**src/rtl/sdcard_cmd_ctrl.sv**
```systemverilog
// rtl/sdcard_cmd_ctrl.sv - SD-card SPI-mode command sequencer (optional internal CRC7: SDCARD_CMD_CRC7_EN)
module sdcard_cmd_ctrl (
  input  logic        clk,
  input  logic        rst,
  input  logic        cmd_start,
  input  logic [5:0]  cmd_index,
  input  logic [31:0] cmd_arg,
  input  logic [6:0]  cmd_crc,
  input  logic [2:0]  resp_len,
  input  logic [7:0]  clk_div,
  output logic        busy,
  output logic        done,
  output logic        timeout,
  output logic [7:0]  resp_r1,
  output logic [31:0] resp_data,
  output logic [7:0]  spi_data_out,
  output logic [4:0]  spi_bits,
  output logic [7:0]  spi_divider,
  output logic        spi_start,
  input  logic [7:0]  spi_data_in,
  input  logic        spi_finished
);

  typedef enum logic [2:0] {IDLE, PRE, CMD, SCAN, RESP, DONE} state_t;

  state_t      state, state_nxt;
  logic [5:0]  idx_q;
  logic [31:0] arg_q;
  logic [2:0]  len_q;
  logic [2:0]  cnt;
  logic        pending;
  logic [6:0]  crc7;
  logic [7:0]  frame_byte;
  logic        accept;
  logic        xfer_ok;

  assign accept  = (state == IDLE) && cmd_start;
  // a finish only counts when a transfer of ours is outstanding
  assign xfer_ok = pending && spi_finished;

  // select the current command frame byte from the byte counter
  always_comb begin
    frame_byte = 8'hFF;
    case (cnt)
      3'd0:    frame_byte = {2'b01, idx_q};
      3'd1:    frame_byte = arg_q[31:24];
      3'd2:    frame_byte = arg_q[23:16];
      3'd3:    frame_byte = arg_q[15:8];
      3'd4:    frame_byte = arg_q[7:0];
      3'd5:    frame_byte = {crc7, 1'b1};
      default: frame_byte = 8'hFF;
    endcase
  end

`ifdef SDCARD_CMD_CRC7_EN
  logic [6:0] crc_q;

  function automatic logic [6:0] crc7_next(input logic [6:0] c, input logic [7:0] b);
    logic [6:0] r;
    logic       fb;
    r = c;
    for (int i = 7; i >= 0; i--) begin
      fb = r[6] ^ b[i];
      r  = {r[5:0], 1'b0};
      if (fb) r = r ^ 7'h09;
    end
    return r;
  endfunction

  // fold each of the first five frame bytes in as it completes; ready before byte 5 is shown
  always_ff @(posedge clk) begin
    if (rst)                                          crc_q <= 7'd0;
    else if (accept)                                  crc_q <= 7'd0;
    else if (state == CMD && xfer_ok && cnt < 3'd5)   crc_q <= crc7_next(crc_q, frame_byte);
  end
  assign crc7 = crc_q;
`else
  logic [6:0] crc_q;

  // caller-supplied CRC, captured with the rest of the command
  always_ff @(posedge clk) begin
    if (rst)         crc_q <= 7'd0;
    else if (accept) crc_q <= cmd_crc;
  end
  assign crc7 = crc_q;
`endif

  // state register
  always_ff @(posedge clk) begin
    if (rst) state <= IDLE;
    else     state <= state_nxt;
  end

  // next state and engine-facing outputs; reset forces the idle output values
  always_comb begin
    state_nxt    = state;
    busy         = 1'b0;
    done         = 1'b0;
    spi_start    = 1'b0;
    spi_bits     = 5'd0;
    spi_data_out = 8'hFF;
    case (state)
      IDLE: if (cmd_start) state_nxt = PRE;
      PRE: begin
        busy = 1'b1; spi_bits = 5'd7; spi_start = !pending;
        if (xfer_ok) state_nxt = CMD;
      end
      CMD: begin
        busy = 1'b1; spi_bits = 5'd7; spi_start = !pending; spi_data_out = frame_byte;
        if (xfer_ok && cnt == 3'd5) state_nxt = SCAN;
      end
      SCAN: begin
        busy = 1'b1; spi_bits = 5'd31; spi_start = !pending;
        if (xfer_ok) begin
          if (spi_data_in[7])      state_nxt = DONE;
          else if (len_q != 3'd0)  state_nxt = RESP;
          else                     state_nxt = DONE;
        end
      end
      RESP: begin
        busy = 1'b1; spi_bits = 5'd7; spi_start = !pending;
        if (xfer_ok && cnt == len_q - 3'd1) state_nxt = DONE;
      end
      DONE: begin
        done = 1'b1; state_nxt = IDLE;
      end
      default: state_nxt = IDLE;
    endcase
    if (rst) begin
      busy = 1'b0; done = 1'b0; spi_start = 1'b0; spi_bits = 5'd0; spi_data_out = 8'hFF;
    end
  end

  // command capture, transfer bookkeeping and response registers
  always_ff @(posedge clk) begin
    if (rst) begin
      idx_q <= 6'd0; arg_q <= 32'd0; len_q <= 3'd0; cnt <= 3'd0; pending <= 1'b0;
      timeout <= 1'b0; resp_r1 <= 8'h00; resp_data <= 32'd0; spi_divider <= 8'd0;
    end else begin
      if (accept) begin
        idx_q       <= cmd_index;
        arg_q       <= cmd_arg;
        len_q       <= (resp_len > 3'd4) ? 3'd4 : resp_len;
        spi_divider <= clk_div;
        cnt         <= 3'd0;
        pending     <= 1'b0;
        timeout     <= 1'b0;
        resp_r1     <= 8'h00;
        resp_data   <= 32'd0;
      end
      if (spi_start)    pending <= 1'b1;
      else if (xfer_ok) pending <= 1'b0;
      if (xfer_ok) begin
        case (state)
          CMD:  cnt <= (cnt == 3'd5) ? 3'd0 : cnt + 3'd1;
          SCAN: begin
            resp_r1 <= spi_data_in;
            if (spi_data_in[7]) timeout <= 1'b1;
          end
          RESP: begin
            resp_data <= {resp_data[23:0], spi_data_in};
            cnt       <= cnt + 3'd1;
          end
          default: ;
        endcase
      end
    end
  end

endmodule

```
**config.mk**
```make
export PLATFORM = sky130hd
export DESIGN_NAME = sdcard_cmd_ctrl
export DESIGN_NICKNAME = d
export VERILOG_FILES = /design/src/rtl/sdcard_cmd_ctrl.sv
export SDC_FILE = /design/constraint.sdc
export NUM_CORES = 1
export LEC_CHECK = 0
export CORE_MARGIN = 8
export CORE_UTILIZATION = 45
export DETAILED_ROUTE_END_ITERATION = 8
export PLACE_DENSITY = 0.86
export REMOVE_ABC_BUFFERS = 1
export SYNTH_ARGS = -nofsm -noshare
export SYNTH_HDL_FRONTEND = slang
export SYNTH_SLANG_ARGS = --single-unit
```
**constraint.sdc**
```tcl
create_clock -name clk -period 5.2 [get_ports clk]
set_input_delay 1.04 -clock clk [delete_from_list [all_inputs] [get_ports clk]]
set_output_delay 1.04 -clock clk [all_outputs]
set_load 0.01 [all_outputs]
```
# Yosys cells after proc, flatten, opt, wreduce, memory -nomap -nowiden
# Index checks and enable logic that the tools add are counted.
# op_classes
eq_ne	16
add_sub_neg	2
order_cmp	1
n_mux	37
reduce_logical	12
# op_table
operator	count
$mux W32	3
$pmux W8 S6	1
$mux W8	5
$mux W3	9
$mux W1	15
$pmux W3 S5	1
$eq A3 B2 Y1 const B	4
$eq A3 B3 Y1 const B	4
$ne A2 B2 Y1 const B	5
$pmux W5 S2	1
$eq A3 B1 Y1 const B	2
$logic_not A3 Y1	2
$pmux W3 S2	1
$reduce_bool A3 Y1	2
$mux W5	1
$reduce_and A5 Y1	1
$logic_and A1 B1 Y1	4
$reduce_or A4 Y1	1
$add A3 B1 Y3 const B	1
$eq A3 B3 Y1	1
$gt A3 B3 Y1 const B	1
$reduce_or A3 Y1	1
$sub A3 B1 Y3 const B	1
$logic_not A1 Y1	1
# word_totals
register_bits	104
wordCells	79

# Logic depth before layout (Yosys ltp)
# logic_depth
depth_word	6
mapped_depth	10
ltp_nobuf	7

# Worst setup path before layout
# OpenSTA, ideal clock, no wires.
# synth_path
path_type	flip-flop to output port
from	register cnt[2]
to	output spi_data_out[3]
path_slack_ns	2.284
arrival_ns	1.876
n_path_buf	5
t_required_ns	4.160
stages_incl_launch_ff	11
path_cell_list	dfxtp_1 -> buf_2 -> buf_2 -> buf_2 -> inv_1 -> ha_1 -> clkbuf_1 -> nor4_1 -> nor4bb_1 -> buf_2 -> o2111ai_1
# synth_via
elab_chain_cells	4
# synth_rtl
item	line	text
from (decl)	30	logic [2:0] cnt;
from (signal assigned)	155	CMD: cnt <= (cnt == 3'd5) ? 3'd0 : cnt + 3'd1;
from (signal assigned)	162	cnt <= cnt + 3'd1;
$eq A3 B3 Y1, or another cell as far along	44	case (cnt)
$pmux W8 S6 (*)	44	
$mux W8 (*)	102	case (state)
$mux W8 (*)	129	if (rst) begin
to (decl)	16	output logic [7:0] spi_data_out,
# Mark *: on every way between the ends. The rest lies on a longest branch, timed or not.

# Worst setup path in the final report
# layout_path
from	register cnt[0]
to	output spi_data_out[3]
# Same word-level chain as after synthesis.

==> results.yml <==
routing:
  viasPerCell: 5.39
  drt-total-wl_um: 12400
  wl_per_cell_um: 15.7
  vias: 4264
  firstDrtPassIters: 5
  drc: 0
  drt-initial-drc-count: 377
  ant_nets: 0
yosys:
  yosysWarnings: 0
  synthTopCellsByArea: "dfxtp_1 (47%), nand2_1 (14%), a21oi_1 (11%), nand3_1 (5.6%), buf_2 (2.2%)"
  async_flop_share: 0
  syn_area_um2: 4410
  synth-seq-area-share: 0.472
  synth_top_cell_by_area: "dfxtp_1"
  ys_ff_latch: 104
  synth_edf_count: 0
  syn_area_per_cell_um2: 7.91
  synthFlopType: "dfxtp_1"
  synthCells: 558
  yosysUniqueCellTypes: 42
  synth.top_cell.area_share: 0.472
timing:
  fin_hold_ws_ns: 0.460
  clock_skew_ns: 0.00936
  fmax_ghz: 0.233
  tns_ns: 0
  worst_pin_slew_ns: 1.10
  fin_crit_sh: 0.824
  slew_viol_final: 0
  relSlewSlack: 0.266
  period_needed_ns: 4.29
  final_hold_viol_count: 0
  setup_viol: 0
  rsz0062_at_grt: "false"
clock_tree:
  clk_pin_slew_ns: 0.10
  clkLatencyLatePin_ns: 0.36
  clock_path_buffers: 2
  cts_resized: 0
  cts_buffers: 9
  cts-root-buf: "clkbuf_8"
  cts_htree_levels: 3
  cts_hold_buf: 0
  cts_tree: "yes"
  post_cts_buffers: 0
  clkSinkCount: 104
worst_setup_path:
  critPathKind: "register to output pin"
  cp-start-kind: "register"
  cp_max_fo: 9
  worstPathArrival_ns: 3.25
  end_kind: "output pin"
  cp.required_ns: 4.16
global_route:
  grt_remaining_overflow: 0
  grt_pass1_vias: 4106
  grt_pass1_wl_um: 19800
  antenna_found_initial: 0
  grt_start_max_net_pins: 58
  grtUsageTotal: 0.184
layout:
  final_cells: 791
  final_area_um2: 5860
  area_growth_pct: 32.7
  final_nets: 729
  multi_input_area_um2: 2040
  antenna_cells: 0
  seq_area_um2: 2080
  fillCellCount: 872
  layout-drive-gt1-share: 0.0532
placement:
  place_area_um2: 5660
  dp_hpwl_um: 8680
  place.gp.congestion: 0.849
  placed_cells: 776
  io_buffers: 132
flow_run:
  drv_cap: 0
power:
  power_leakage_nw: 1.97
  max-vdd-ir-drop_mv: 0.169
  power_density_nw_per_um2: 273
die:
  num_io_pins: 133
  coreArea_um2: 9640
  initial_utilization: 0.458
  die-area_um2: 13200
  rows: 36
  fp.dieW_um: 115
  die_height_um: 115
min_path:
  min_path_type: "register to register"
outcome:
  outcome: "complete, no violations"
## synth_stat cells, types with 2 or more instances
library cell / count
buf_6: 7
ha_1: 7
clkbuf_1: 19
nor3_1: 3
nand3b_1: 5
nor2_1: 11
dfxtp_1: 104
a21oi_1: 101
o21ai_0: 5
buf_4: 5
nand3_1: 49
inv_1: 7
xor2_1: 2
o32ai_1: 2
a222oi_1: 2
a21o_1: 2
nor2b_1: 2
a31oi_1: 2
nand2_1: 161
buf_2: 19
a221oi_1: 4
or3_1: 3
mux2_2: 8
a32oi_1: 3
nor3_2: 2
a22oi_1: 4
nand2b_1: 2
xnor2_1: 3
## area by class of cell
| type | count | area share |
|---|---|---|
| tap | 133 | 0.0284 |
| clock inverter | 4 | 0.00919 |
| multi-input combinational | 396 | 0.348 |
| sequential | 104 | 0.355 |
| timing repair buffer | 136 | 0.230 |
| clock buffer | 11 | 0.0241 |
| inverter | 7 | 0.00449 |
## per-stage QoR
stage | total power, mW | util | worst slack [ns]
floorplan | 0.986 | - | 2.11
global placement | 1.10 | 0.587 | 1.19
detailed placement | 1.11 | 0.587 | 1.12
CTS | 1.61 | 0.608 | 0.940
global route | 1.68 | 0.608 | 0.733
finish | 1.60 | 0.608 | 0.913
## worst paths after layout
path | slack [ns] | start | depth (start not counted) | end
worst min-delay path | 0.46 | crc7[3]$_SDFFE_PP0P_ | 2 | crc7[3]$_SDFFE_PP0P_
worst max-delay path | 0.91 | cnt[0]$_SDFF_PP0_ | 7 | spi_data_out[3]
worst max register to register | 2.74 | state[1]$_SDFFE_PP0P_ | 5 | spi_divider[0]$_SDFFE_PP0P_
worst min register to register | 0.46 | crc7[3]$_SDFFE_PP0P_ | 2 | crc7[3]$_SDFFE_PP0P_
## cells by family (layout without fill, tap and decap cells)
family	count (synthesis)	after routing	share of synthesized area
simple gates	246	246	0.242
xor+xnor	5	5	0.00993
flops	104	104	0.472
compound gates	130	130	0.165
fa+ha+maj	7	7	0.0198
buf+inv	58	158	0.0709
mux	8	8	0.0204
## flip-flops by register name, summed over array words and instances (netlist names)
signal,cells
cnt,3
idx_q,6
len_q,3
crc7,7
resp_r1,8
pending,1
arg_q,32
state,3
resp_data,32
spi_divider,8
timeout,1
## metal layers
metal	track usage	part of all wire	vias up	wire [µm]
met1	0.202	0.39	2016	4840
met5	0	0	-	0
met2	0.327	0.52	142	6500
li1	-	-	2074	-
met4	0.102	0.035	0	432
met3	0.0362	0.050	32	619
## critical path, stage by stage (launching register included)
cell and delay, ns:
dfxtp_1 0.39, inv_1 0.12, ha_1 0.39, nor2b_1 0.24
nor4_1 0.08, nor4bb_2 0.86, o2111ai_1 0.26, clkdlybuf4s50_1 0.55
## where the power goes
| part | leakage, nW | switching, mW | internal (mW) | total [mW] |
|---|---|---|---|---|
| clock | 0.0920 | 0.272 | 0.235 | 0.507 |
| combinational | 1.03 | 0.124 | 0.109 | 0.233 |
| sequential | 0.847 | 0.0269 | 0.834 | 0.861 |
| total | 1.97 | 0.423 | 1.18 | 1.60 |
## placed cells by master, fill, tap and decap left out, drive strengths merged, types with 7 or more instances in the layout
| master | instances |
|---|---|
| dfxtp | 104 |
| clkbuf | 11 |
| a21oi | 101 |
| inv | 8 |
| mux2 | 8 |
| nor2 | 12 |
| nand3 | 49 |
| nand2 | 162 |
| clkdlybuf4s50 | 131 |
| ha | 7 |
Power figures use the tool's default switching activity.
